==> src/rtl/fifo_uart_tx.sv <==
// fifo_uart_tx
// ------------
// Read-side consumer for the 8-bit synchronous FIFO. It pops one byte per
// frame and sends it LSB first on the serial line. The default frame is 8N1
// (10 bits). With FIFO_UART_TX_PARITY_EN defined, an even-parity bit is sent
// between the data bits and the stop bit (11 bits).
//
// Parameters:
//   CLKS_PER_BIT  clock cycles per bit period (>= 2)
//
// Ports:
//   clk         system clock
//   rst         synchronous, active-high reset
//   tx_enable   gates the start of new frames only
//   fifo_empty  FIFO empty flag, looked at only in IDLE
//   fifo_data   FIFO read data, valid the cycle after fifo_rd_en
//   fifo_rd_en  FIFO pop strobe, one cycle per frame
//   tx          serial line, idle high
//   busy        high in every state except IDLE
//   tx_done     one-cycle pulse on the last stop-bit cycle
//   state_o     current FSM state, for debug and checkers
//
// Handshake with the FIFO: fifo_empty low acts as "valid". fifo_rd_en is the
// "ready/pop" strobe and is asserted for exactly one cycle (POP). The FIFO's
// registered read data is captured one cycle later (LOAD). Because fifo_empty
// is ignored outside IDLE, its one-cycle lag after a pop cannot cause a second
// pop.
//
// All outputs are flops written in the FSM block. No input reaches an output
// through combinational logic only.
module fifo_uart_tx #(
  parameter int CLKS_PER_BIT = 16
) (
  input  logic       clk,
  input  logic       rst,
  input  logic       tx_enable,
  input  logic       fifo_empty,
  input  logic [7:0] fifo_data,
  output logic       fifo_rd_en,
  output logic       tx,
  output logic       busy,
  output logic       tx_done,
  output logic [2:0] state_o
);

  localparam int CW = $clog2(CLKS_PER_BIT);
  localparam logic [CW-1:0] BAUD_LAST = CW'(CLKS_PER_BIT - 1);
  localparam logic [CW-1:0] BAUD_PRE  = CW'(CLKS_PER_BIT - 2);

  typedef enum logic [2:0] {
    S_IDLE   = 3'd0,
    S_POP    = 3'd1,
    S_LOAD   = 3'd2,
    S_START  = 3'd3,
    S_DATA   = 3'd4,
    S_PARITY = 3'd5,
    S_STOP   = 3'd6
  } state_t;

  state_t          state_q;
  logic [7:0]      shift_q;
  logic [2:0]      bit_cnt_q;
  logic [CW-1:0]   baud_q;
  logic            tx_q;
  logic            rd_en_q;
  logic            busy_q;
  logic            done_q;
`ifdef FIFO_UART_TX_PARITY_EN
  logic            parity_q;
`endif

  wire baud_last = (baud_q == BAUD_LAST);

  always_ff @(posedge clk) begin
    if (rst) begin
      state_q   <= S_IDLE;
      shift_q   <= 8'h00;
      bit_cnt_q <= 3'd0;
      baud_q    <= '0;
      tx_q      <= 1'b1;
      rd_en_q   <= 1'b0;
      busy_q    <= 1'b0;
      done_q    <= 1'b0;
`ifdef FIFO_UART_TX_PARITY_EN
      parity_q  <= 1'b0;
`endif
    end else begin
      // Strobes default low; they are set only for their single cycle.
      rd_en_q <= 1'b0;
      done_q  <= 1'b0;
      case (state_q)
        S_IDLE: begin
          if (tx_enable && !fifo_empty) begin
            state_q <= S_POP;
            rd_en_q <= 1'b1;
            busy_q  <= 1'b1;
          end
        end
        S_POP: begin
          state_q <= S_LOAD;
        end
        S_LOAD: begin
          // Read data is valid now, one cycle after the pop strobe.
          shift_q <= fifo_data;
`ifdef FIFO_UART_TX_PARITY_EN
          parity_q <= ^fifo_data;
`endif
          state_q <= S_START;
          tx_q    <= 1'b0;
          baud_q  <= '0;
        end
        S_START: begin
          if (baud_last) begin
            state_q   <= S_DATA;
            tx_q      <= shift_q[0];
            baud_q    <= '0;
            bit_cnt_q <= 3'd0;
          end else begin
            baud_q <= baud_q + CW'(1);
          end
        end
        S_DATA: begin
          if (baud_last) begin
            baud_q    <= '0;
            shift_q   <= {1'b0, shift_q[7:1]};
            bit_cnt_q <= bit_cnt_q + 3'd1;
            if (bit_cnt_q == 3'd7) begin
`ifdef FIFO_UART_TX_PARITY_EN
              state_q <= S_PARITY;
              tx_q    <= parity_q;
`else
              state_q <= S_STOP;
              tx_q    <= 1'b1;
`endif
            end else begin
              // shift_q[1] is the bit that becomes shift_q[0] after this shift.
              tx_q <= shift_q[1];
            end
          end else begin
            baud_q <= baud_q + CW'(1);
          end
        end
`ifdef FIFO_UART_TX_PARITY_EN
        S_PARITY: begin
          if (baud_last) begin
            state_q <= S_STOP;
            tx_q    <= 1'b1;
            baud_q  <= '0;
          end else begin
            baud_q <= baud_q + CW'(1);
          end
        end
`endif
        S_STOP: begin
          if (baud_last) begin
            state_q <= S_IDLE;
            busy_q  <= 1'b0;
            baud_q  <= '0;
          end else begin
            baud_q <= baud_q + CW'(1);
            // Set one edge early so the registered pulse lines up with the
            // final stop-bit cycle.
            if (baud_q == BAUD_PRE) begin
              done_q <= 1'b1;
            end
          end
        end
        default: begin
          state_q <= S_IDLE;
          tx_q    <= 1'b1;
          busy_q  <= 1'b0;
          baud_q  <= '0;
        end
      endcase
    end
  end

  assign fifo_rd_en = rd_en_q;
  assign tx         = tx_q;
  assign busy       = busy_q;
  assign tx_done    = done_q;
  assign state_o    = state_q;

endmodule

==> config.mk <==
export PLATFORM = sky130hd
export DESIGN_NAME = fifo_uart_tx
export DESIGN_NICKNAME = d
export VERILOG_FILES = /design/src/rtl/fifo_uart_tx.sv
export SDC_FILE = /design/constraint.sdc
export NUM_CORES = 1
export LEC_CHECK = 0
export BUFFER_PORTS_ARGS = -buffer_cell sky130_fd_sc_hd__buf_2
export CAP_MARGIN = 20
export CORE_MARGIN = 8
export CORE_UTILIZATION = 40
export CTS_BUF_LIST = sky130_fd_sc_hd__clkbuf_16
export DETAILED_ROUTE_END_ITERATION = 10
export PLACE_DENSITY = 0.66
export SLEW_MARGIN = 20
export SYNTH_ARGS = -nofsm -noshare
export SYNTH_HDL_FRONTEND = slang
export SYNTH_SLANG_ARGS = --single-unit
==> constraint.sdc <==
create_clock -name clk -period 1.44 [get_ports clk]
set_clock_uncertainty 0.05 [all_clocks]
set_input_delay 0.072 -clock clk [delete_from_list [all_inputs] [get_ports clk]]
set_output_delay 0.072 -clock clk [all_outputs]
set_load 0.01 [all_outputs]
==> results of run 1 <==
[power breakdown]
group | internal (mW) | switching [mW] | total (mW)
clock network | 0.371 | 0.235 | 0.606
registers | 0.638 | 0.0289 | 0.667
logic | 0.0980 | 0.0947 | 0.193
total | 1.11 | 0.359 | 1.47
[placed cells by master (no fill, tap or decap), drive strengths merged, types with 2 or more instances in the layout]
cell type	n
buf	35
nor3	2
clkbuf	3
a21oi	8
and4	2
o21a	2
nand4	3
dfxtp	22
nor2b	3
o211ai	2
nand2b	5
a21o	2
a221oi	2
nor2	4
and3b	2
and3	3
nor3b	3
o21ai	4
ha	4
a211oi	17
nand2	4
xor2	2
inv	6
mux2i	8
[layer usage]
layer  vias up  global-route usage, %  wire length (microns)
li1        560                      -                      -
met1       542                   14.1                   1470
met2        25                   21.6                   1640
met3         4                   2.65                    150
met4         0                   5.44                     39
met5         -                      0                      0
[layout make-up]
type / instances / area share, %
well taps: 33 / 2.62
multi-input cells: 94 / 48.4
clock inverters: 1 / 0.238
inverters: 6 / 1.43
flip-flops and latches: 22 / 28.5
clock buffers: 3 / 4.76
repair buffers: 35 / 14.0
[kinds of logic (layout without fill, tap and decap cells)]
logic type	after synthesis	count (layout)	synth area share, %
AO/OA/AOI/OAI	44	44	25.3
AND/OR/NAND/NOR	32	34	17.3
flip-flops	22	22	35.8
buffers and inverters	18	45	7.83
multiplexers	9	9	7.42
adder cells (fa/ha/maj)	5	5	4.98
XOR/XNOR	2	2	1.42
[metrics by stage]
stage / util [%] / hold WS [ns] / area (sq um) / power (mW)
6_report: 52.5 / 0.0510 / 1580 / 1.47
5_1_grt: 52.5 / 0.0642 / 1580 / 1.51
4_1_cts: 50.1 / 0.0495 / 1510 / 1.46
3_5_place_dp: 47.1 / 0.317 / 1420 / 0.855
3_3_place_gp: 47.1 / 0.303 / 1420 / 0.846
2_1_floorplan: - / 0.193 / 1240 / 0.788
[registers in the layout, summed over array words and instances (netlist names)]
signal	count
shift_q	8
baud_q	4
bit_cnt_q	3
state_o	3
busy	1
fifo_rd_en	1
tx	1
tx_done	1
[worst max-delay path, delay by kind of cell (launching register included)]
family                 cells  cell delay [ns]
buffers and inverters      2             0.35
DFF                        1             0.34
AOI/OAI and AO/OA          2             0.31
and+or+nand+nor            1             0.30
[how the worst max path moves through the flow]
stage / startpoint / to / slack, ns / cells after the start
after floorplan: baud_q[1]$_SDFFE_PP0N_ / state_o[1]$_SDFFE_PP0P_ / 0.005 / 5
after CTS: state_o[2]$_SDFFE_PP0P_ / bit_cnt_q[0]$_SDFFE_PP0P_ / 0.001 / 4
after detailed placement: state_o[1]$_SDFFE_PP0P_ / tx$_SDFFE_PP1P_ / -0.02 / 3
after global routing: state_o[2]$_SDFFE_PP0P_ / tx$_SDFFE_PP1P_ / -0.08 / 5
after global placement: state_o[1]$_SDFFE_PP0P_ / tx$_SDFFE_PP1P_ / 0.02 / 3
final: state_o[2]$_SDFFE_PP0P_ / tx$_SDFFE_PP1P_ / -0.003 / 5
[what timing repair did]
item                                    CTS  global route
hold endpoints to repair                  0             0
pin swaps                                 0             1
cloned                                    0             2
endpoints found under the setup margin    6            11
resized for setup                         3            10
setup buffers                             0             2
==> out/summary.txt, run 1 <==
=========================================================================================
Status                                                                       finished, violations left
Violated checks                                                              setup timing
Largest cells by area after synthesis                                        sky130_fd_sc_hd__dfxtp_1, sky130_fd_sc_hd__a211oi_1, sky130_fd_sc_hd__mux2i_1
Initial cell density of the core                                                    41.0%
Average wire per standard cell                                               17.0 microns
Vias after detailed routing                                                          1131
Power density of the placed cells                                             930 nW/um^2
Worst Slack Setup Final                                                       -0.00339 ns
Most used flip-flop cell after synthesis                                     sky130_fd_sc_hd__dfxtp_1
Sinks on Clock Net                                                                     22
Area added between synthesis and finish                                             28.0%
Number of different library cells in the post-synthesis netlist                        41
Slowest stage cell, crit path                                                sky130_fd_sc_hd__dfxtp_2
Number of placed I/O pins                                                              19
Final-layout fill cell count                                                          291
Crit Reg-Reg Startpoint                                                      state_o[2]$_SDFFE_PP0P_
Period utilisation layout                                                            100%
H-tree levels                                                                           1
DRT iter0 DRCs                                                                         79
Hold/Removal Path Class                                                      input port to flop
Leakage                                                                          0.707 nW
Dominant cell type by area after synthesis                                   sky130_fd_sc_hd__dfxtp_1
Worst hold path stage count                                                             2
Source of the worst hold timing path                                            tx_enable
YS warnings                                                                             0
Number of buffers on the longest clock path                                             2
Critical Path, Cell by Cell                                                  buf_4 -> nor3b_4 -> buf_4 -> a221oi_2 -> o311ai_1
Crit path kind                                                               flop to flop
Final Max Slew Viols                                                                    0
Endpoint of the worst hold-timing path                                       fifo_rd_en$_SDFF_PP0_
Number of enable flip-flop cells after synthesis                                        0
First-pass DRT Iterations                                                               4
Sequential standard cell area                                                   449 sq um
Worst endpoint required time                                                      1.56 ns
Multi-input gate area                                                           763 sq um
Std-Cell Core Area                                                             3000 sq um
Die area                                                                       5110 sq um
Worst Reg-to-Reg Cells                                                                  5
Pin count of the biggest net entering global routing                                   20
Startpoint kind of the worst setup timing path                                       flop
Clock buffers created by TritonCTS                                                      3
Placed cell count                                                                     186
Total Wirelength                                                             3300 microns
Setup slack on the worst flop-to-flop path                                      -0.003 ns
CTS tree                                                                             done
Antenna diode count                                                                     0
Shortest period the worst path allows                                             1.44 ns
Top post-synthesis cells by count                                            sky130_fd_sc_hd__dfxtp_1, sky130_fd_sc_hd__a211oi_1, sky130_fd_sc_hd__a21oi_1, sky130_fd_sc_hd__mux2i_1, sky130_fd_sc_hd__inv_1
Number of nets at the end of the flow                                                 178
Arrival time at the worst endpoint                                                1.56 ns
Capture point of the worst reg-to-reg path                                   tx$_SDFFE_PP1P_
Routed Antenna Nets                                                                     0
Dpl hpwl                                                                     2180 microns
Netlist area before placement                                                  1230 sq um
Seq/Total Area, Yosys                                                               35.8%
Clock latency on the worst-skew pair                                              0.26 ns
Share of the synthesized area in the top cell type                                  35.8%
Proportion of register bits with asynchronous set or reset after synthesis             0%
Category of the worst setup path capture point                                       flop
DRC violation count after routing                                                       0
Cell count after synthesis                                                            132
Total Routing Usage GR                                                              12.4%
Vertical die dimension                                                       71.5 microns
CTS Hold Buffers Added                                                                  0
Total of flip-flops plus latches after synthesis                                       22
Quantity of I/O buffers inserted on ports                                              18
Number of max-cap violations                                                            0
Number of failing setup endpoints in the final timing report                            1
Achievable clock frequency                                                        693 MHz
Hold Vio Cnt, Final                                                                     0
Row cnt                                                                                20
Count leader, synth                                                          sky130_fd_sc_hd__dfxtp_1
Max-slew headroom at the worst pin                                                  73.3%
Root Driver                                                                  sky130_fd_sc_hd__clkbuf_16
Cell type with the highest occurrence count on the critical path             sky130_fd_sc_hd__buf_4
Pin slew with the least headroom to its limit                                    0.401 ns
Crit-path max FO                                                                        7
X dimension of the die                                                       71.5 microns
Synth Net Count                                                                       148
Global-route wire length before repair                                       5210 microns
Clock slew seen by the registers of the worst setup and hold paths                0.06 ns
Setup tns final                                                               -0.00339 ns
Share of layout cells above drive strength 1                                        35.4%
Post-placement setup slack                                                     -0.0197 ns
Delay of the slowest critical-path stage                                          0.34 ns
Overflow after GRT                                                                      0
Syn_area_per_cell                                                              9.33 sq um
Peak supply drop                                                               0.000401 V
Mean number of vias per cell                                                         5.83
Final Wtd Congestion                                                                0.783
Number of non-filler instances in the completed layout                                194
Number of antenna violations at the first check in global routing                       0
Vias in the first global route                                                       1122
=========================================================================================
Power figures use the tool's default switching activity.
==> run 2, diff against run 1 <==
Settings changed: PLACE_DENSITY 0.66 to 0.61.
==> out/summary.txt, run 2 (same netlist as run 1, synthesis figures left out) <==
=================================================================================
Leading cell types in the layout, fill and taps excluded             sky130_fd_sc_hd__buf_2, sky130_fd_sc_hd__dfxtp_1, sky130_fd_sc_hd__buf_4
Share of layout cells above drive strength 1                                35.6%   +0.18 points
Average wire per standard cell                                       15.8 microns   -6.8%
Root Driver                                                          sky130_fd_sc_hd__clkbuf_16
Std-Cell Core Area                                                     3000 sq um   unchanged
Number of failing setup endpoints in the final timing report                    0   -1
Vias after detailed routing                                                  1099   -2.8%
Number of buffers on the longest clock path                                     2   unchanged
Row cnt                                                                        20   unchanged
Leakage                                                                  0.720 nW   +1.8%
CTS tree                                                                     done
Number of antenna violations at the first check in global routing               0   unchanged
Top Registers                                                        shift_q: 8 flops, baud_q: 4 flops
Worst path top cell family by delay                                    flip-flops
Number of placed I/O pins                                                      19   unchanged
Worst path buffer plus inverter count                                           2   unchanged
Number of flip-flops under the largest register name                            8   unchanged
Achievable clock frequency                                                728 MHz   +5.1%
Status                                                               finished clean
Global-route wire length before repair                               4810 microns   -7.7%
Routed Antenna Nets                                                             0   unchanged
H-tree levels                                                                   1   unchanged
Final Wtd Congestion                                                        0.758   -3.1%
Final Max Slew Viols                                                            0   unchanged
Max-slew headroom at the worst pin                                          71.2%   -2.1 points
Slowest stage cell, crit path                                        sky130_fd_sc_hd__dfxtp_4
Hold Vio Cnt, Final                                                             0   unchanged
CTS Hold Buffers Added                                                          0   unchanged
Hold/Removal Path Class                                              input port to flop
Final-layout fill cell count                                                  296   +1.7%
Sinks on Clock Net                                                             22   unchanged
Mean number of vias per cell                                                 5.61   -3.8%
Period utilisation layout                                                   95.4%   -4.9 points
Category of the worst setup path capture point                               flop
Vertical die dimension                                               71.5 microns   unchanged
Dpl hpwl                                                             2180 microns   -0.19%
DRT iter0 DRCs                                                                 36   -54%
Total power after layout                                                  1.45 mW   -0.96%
Vias in the first global route                                               1073   -4.4%
Total Wirelength                                                     3110 microns   -5.9%
Delay of the slowest critical-path stage                                  0.37 ns   +0.03 ns
Sequential standard cell area                                           449 sq um   unchanged
Top reg by flops                                                          shift_q
Number of non-filler instances in the completed layout                        196   +1.0%
Antenna diode count                                                             0   unchanged
Number of max-cap violations                                                    0   unchanged
Most common cell after layout, fill and taps aside                   sky130_fd_sc_hd__buf_2
Arrival time at the worst endpoint                                        1.48 ns   -0.08 ns
Crit path kind                                                       flop to flop
Number of nets at the end of the flow                                         180   +1.1%
DRC violation count after routing                                               0   unchanged
Worst endpoint required time                                              1.55 ns   about the same
Shortest period the worst path allows                                     1.37 ns   -0.0700 ns
Pin slew with the least headroom to its limit                            0.431 ns   +0.0301 ns
Startpoint kind of the worst setup timing path                               flop
Overflow after GRT                                                              0   unchanged
Multi-input gate area                                                   751 sq um   -1.6%
Clock buffers created by TritonCTS                                              3   unchanged
Area added between synthesis and finish                                     28.6%
Total Routing Usage GR                                                      11.6%   -0.75 points
X dimension of the die                                               71.5 microns   unchanged
Clock latency on the worst-skew pair                                      0.25 ns   about the same
Placed cell count                                                             188   +1.1%
Quantity of I/O buffers inserted on ports                                      18   unchanged
Pin count of the biggest net entering global routing                           18   -10%
Initial cell density of the core                                            41.0%   unchanged
Power density of the placed cells                                     917 nW/um^2   -1.3%
Critical Path, Cell by Cell                                          buf_6 -> nor3b_4 -> buf_4 -> a221oi_2 -> o311ai_1
Die area                                                               5110 sq um   unchanged
Clock slew seen by the registers of the worst setup and hold paths        0.06 ns   about the same
Peak supply drop                                                       0.000471 V   +17%
First-pass DRT Iterations                                                       4   unchanged
Crit-path max FO                                                                7   unchanged
=================================================================================
run 2: changes by cell type in the layout (fill, tap and decap cells not counted), sizes merged:
cell  delta
buf      +2
run 2: final timing paths:
kind | depth (start not counted) | from | slack (ns) | endpoint
setup / recovery | 5 | state_o[2]$_SDFFE_PP0P_ | 0.07 | tx$_SDFFE_PP1P_
hold / removal | 2 | tx_enable | 0.05 | fifo_rd_en$_SDFF_PP0_
setup reg to reg | 5 | state_o[2]$_SDFFE_PP0P_ | 0.07 | tx$_SDFFE_PP1P_
hold reg to reg | 2 | bit_cnt_q[2]$_SDFFE_PP0P_ | 0.42 | bit_cnt_q[2]$_SDFFE_PP0P_
run 2: per-stage QoR:
step / cell area (sq um) / TNS (ns) / setup WS [ns] / utilization (%) / hold WS [ns]
2_1_floorplan: 1240 / 0 / 0.00469 / - / 0.193
3_3_place_gp: 1430 / 0 / 0.0364 / 47.6 / 0.306
3_5_place_dp: 1430 / 0 / 0.0104 / 47.6 / 0.307
4_1_cts: 1520 / 0 / 0.0120 / 50.5 / 0.0417
5_1_grt: 1580 / -0.0000806 / -0.0000806 / 52.7 / 0.0587
6_report: 1580 / 0 / 0.0666 / 52.7 / 0.0510
run 2: layout make-up:
class	instances	area share, %
multi-input cells	94	47.4
well taps	33	2.61
flip-flops and latches	22	28.4
inverters	6	1.42
clock inverters	1	0.237
clock buffers	3	4.74
repair buffers	37	15.2
run 2: routing by layer:
layer / share of wire (%) / track usage, % / vias to the layer above
li1: - / - / 564
met1: 48 / 13.5 / 512
met2: 47 / 19.4 / 19
met3: 3.3 / 2.93 / 4
met4: 1.1 / 5.67 / 0
met5: 0 / 0 / -
run 2: worst reg2reg max path, stage by stage, from the launching register on:
cell and delay (ns):
sky130_fd_sc_hd__dfxtp_4 0.37, sky130_fd_sc_hd__buf_6 0.14, sky130_fd_sc_hd__nor3b_4 0.28, sky130_fd_sc_hd__buf_4 0.18, sky130_fd_sc_hd__a221oi_2 0.03, sky130_fd_sc_hd__o311ai_1 0.23
run 2: report_power, final:
group	internal (mW)	switching, mW
clock	0.371	0.226
combinational	0.0993	0.0935
sequential	0.637	0.0256
total	1.11	0.345
run 2: repair_timing:
action / in CTS / in global routing
endpoints found under the hold margin: 0 / 0
cloned: 0 / 2
resized for setup: 3 / 8
buffers inserted: 0 / 2
setup endpoints to repair: 5 / 9
pin swaps: 1 / 3
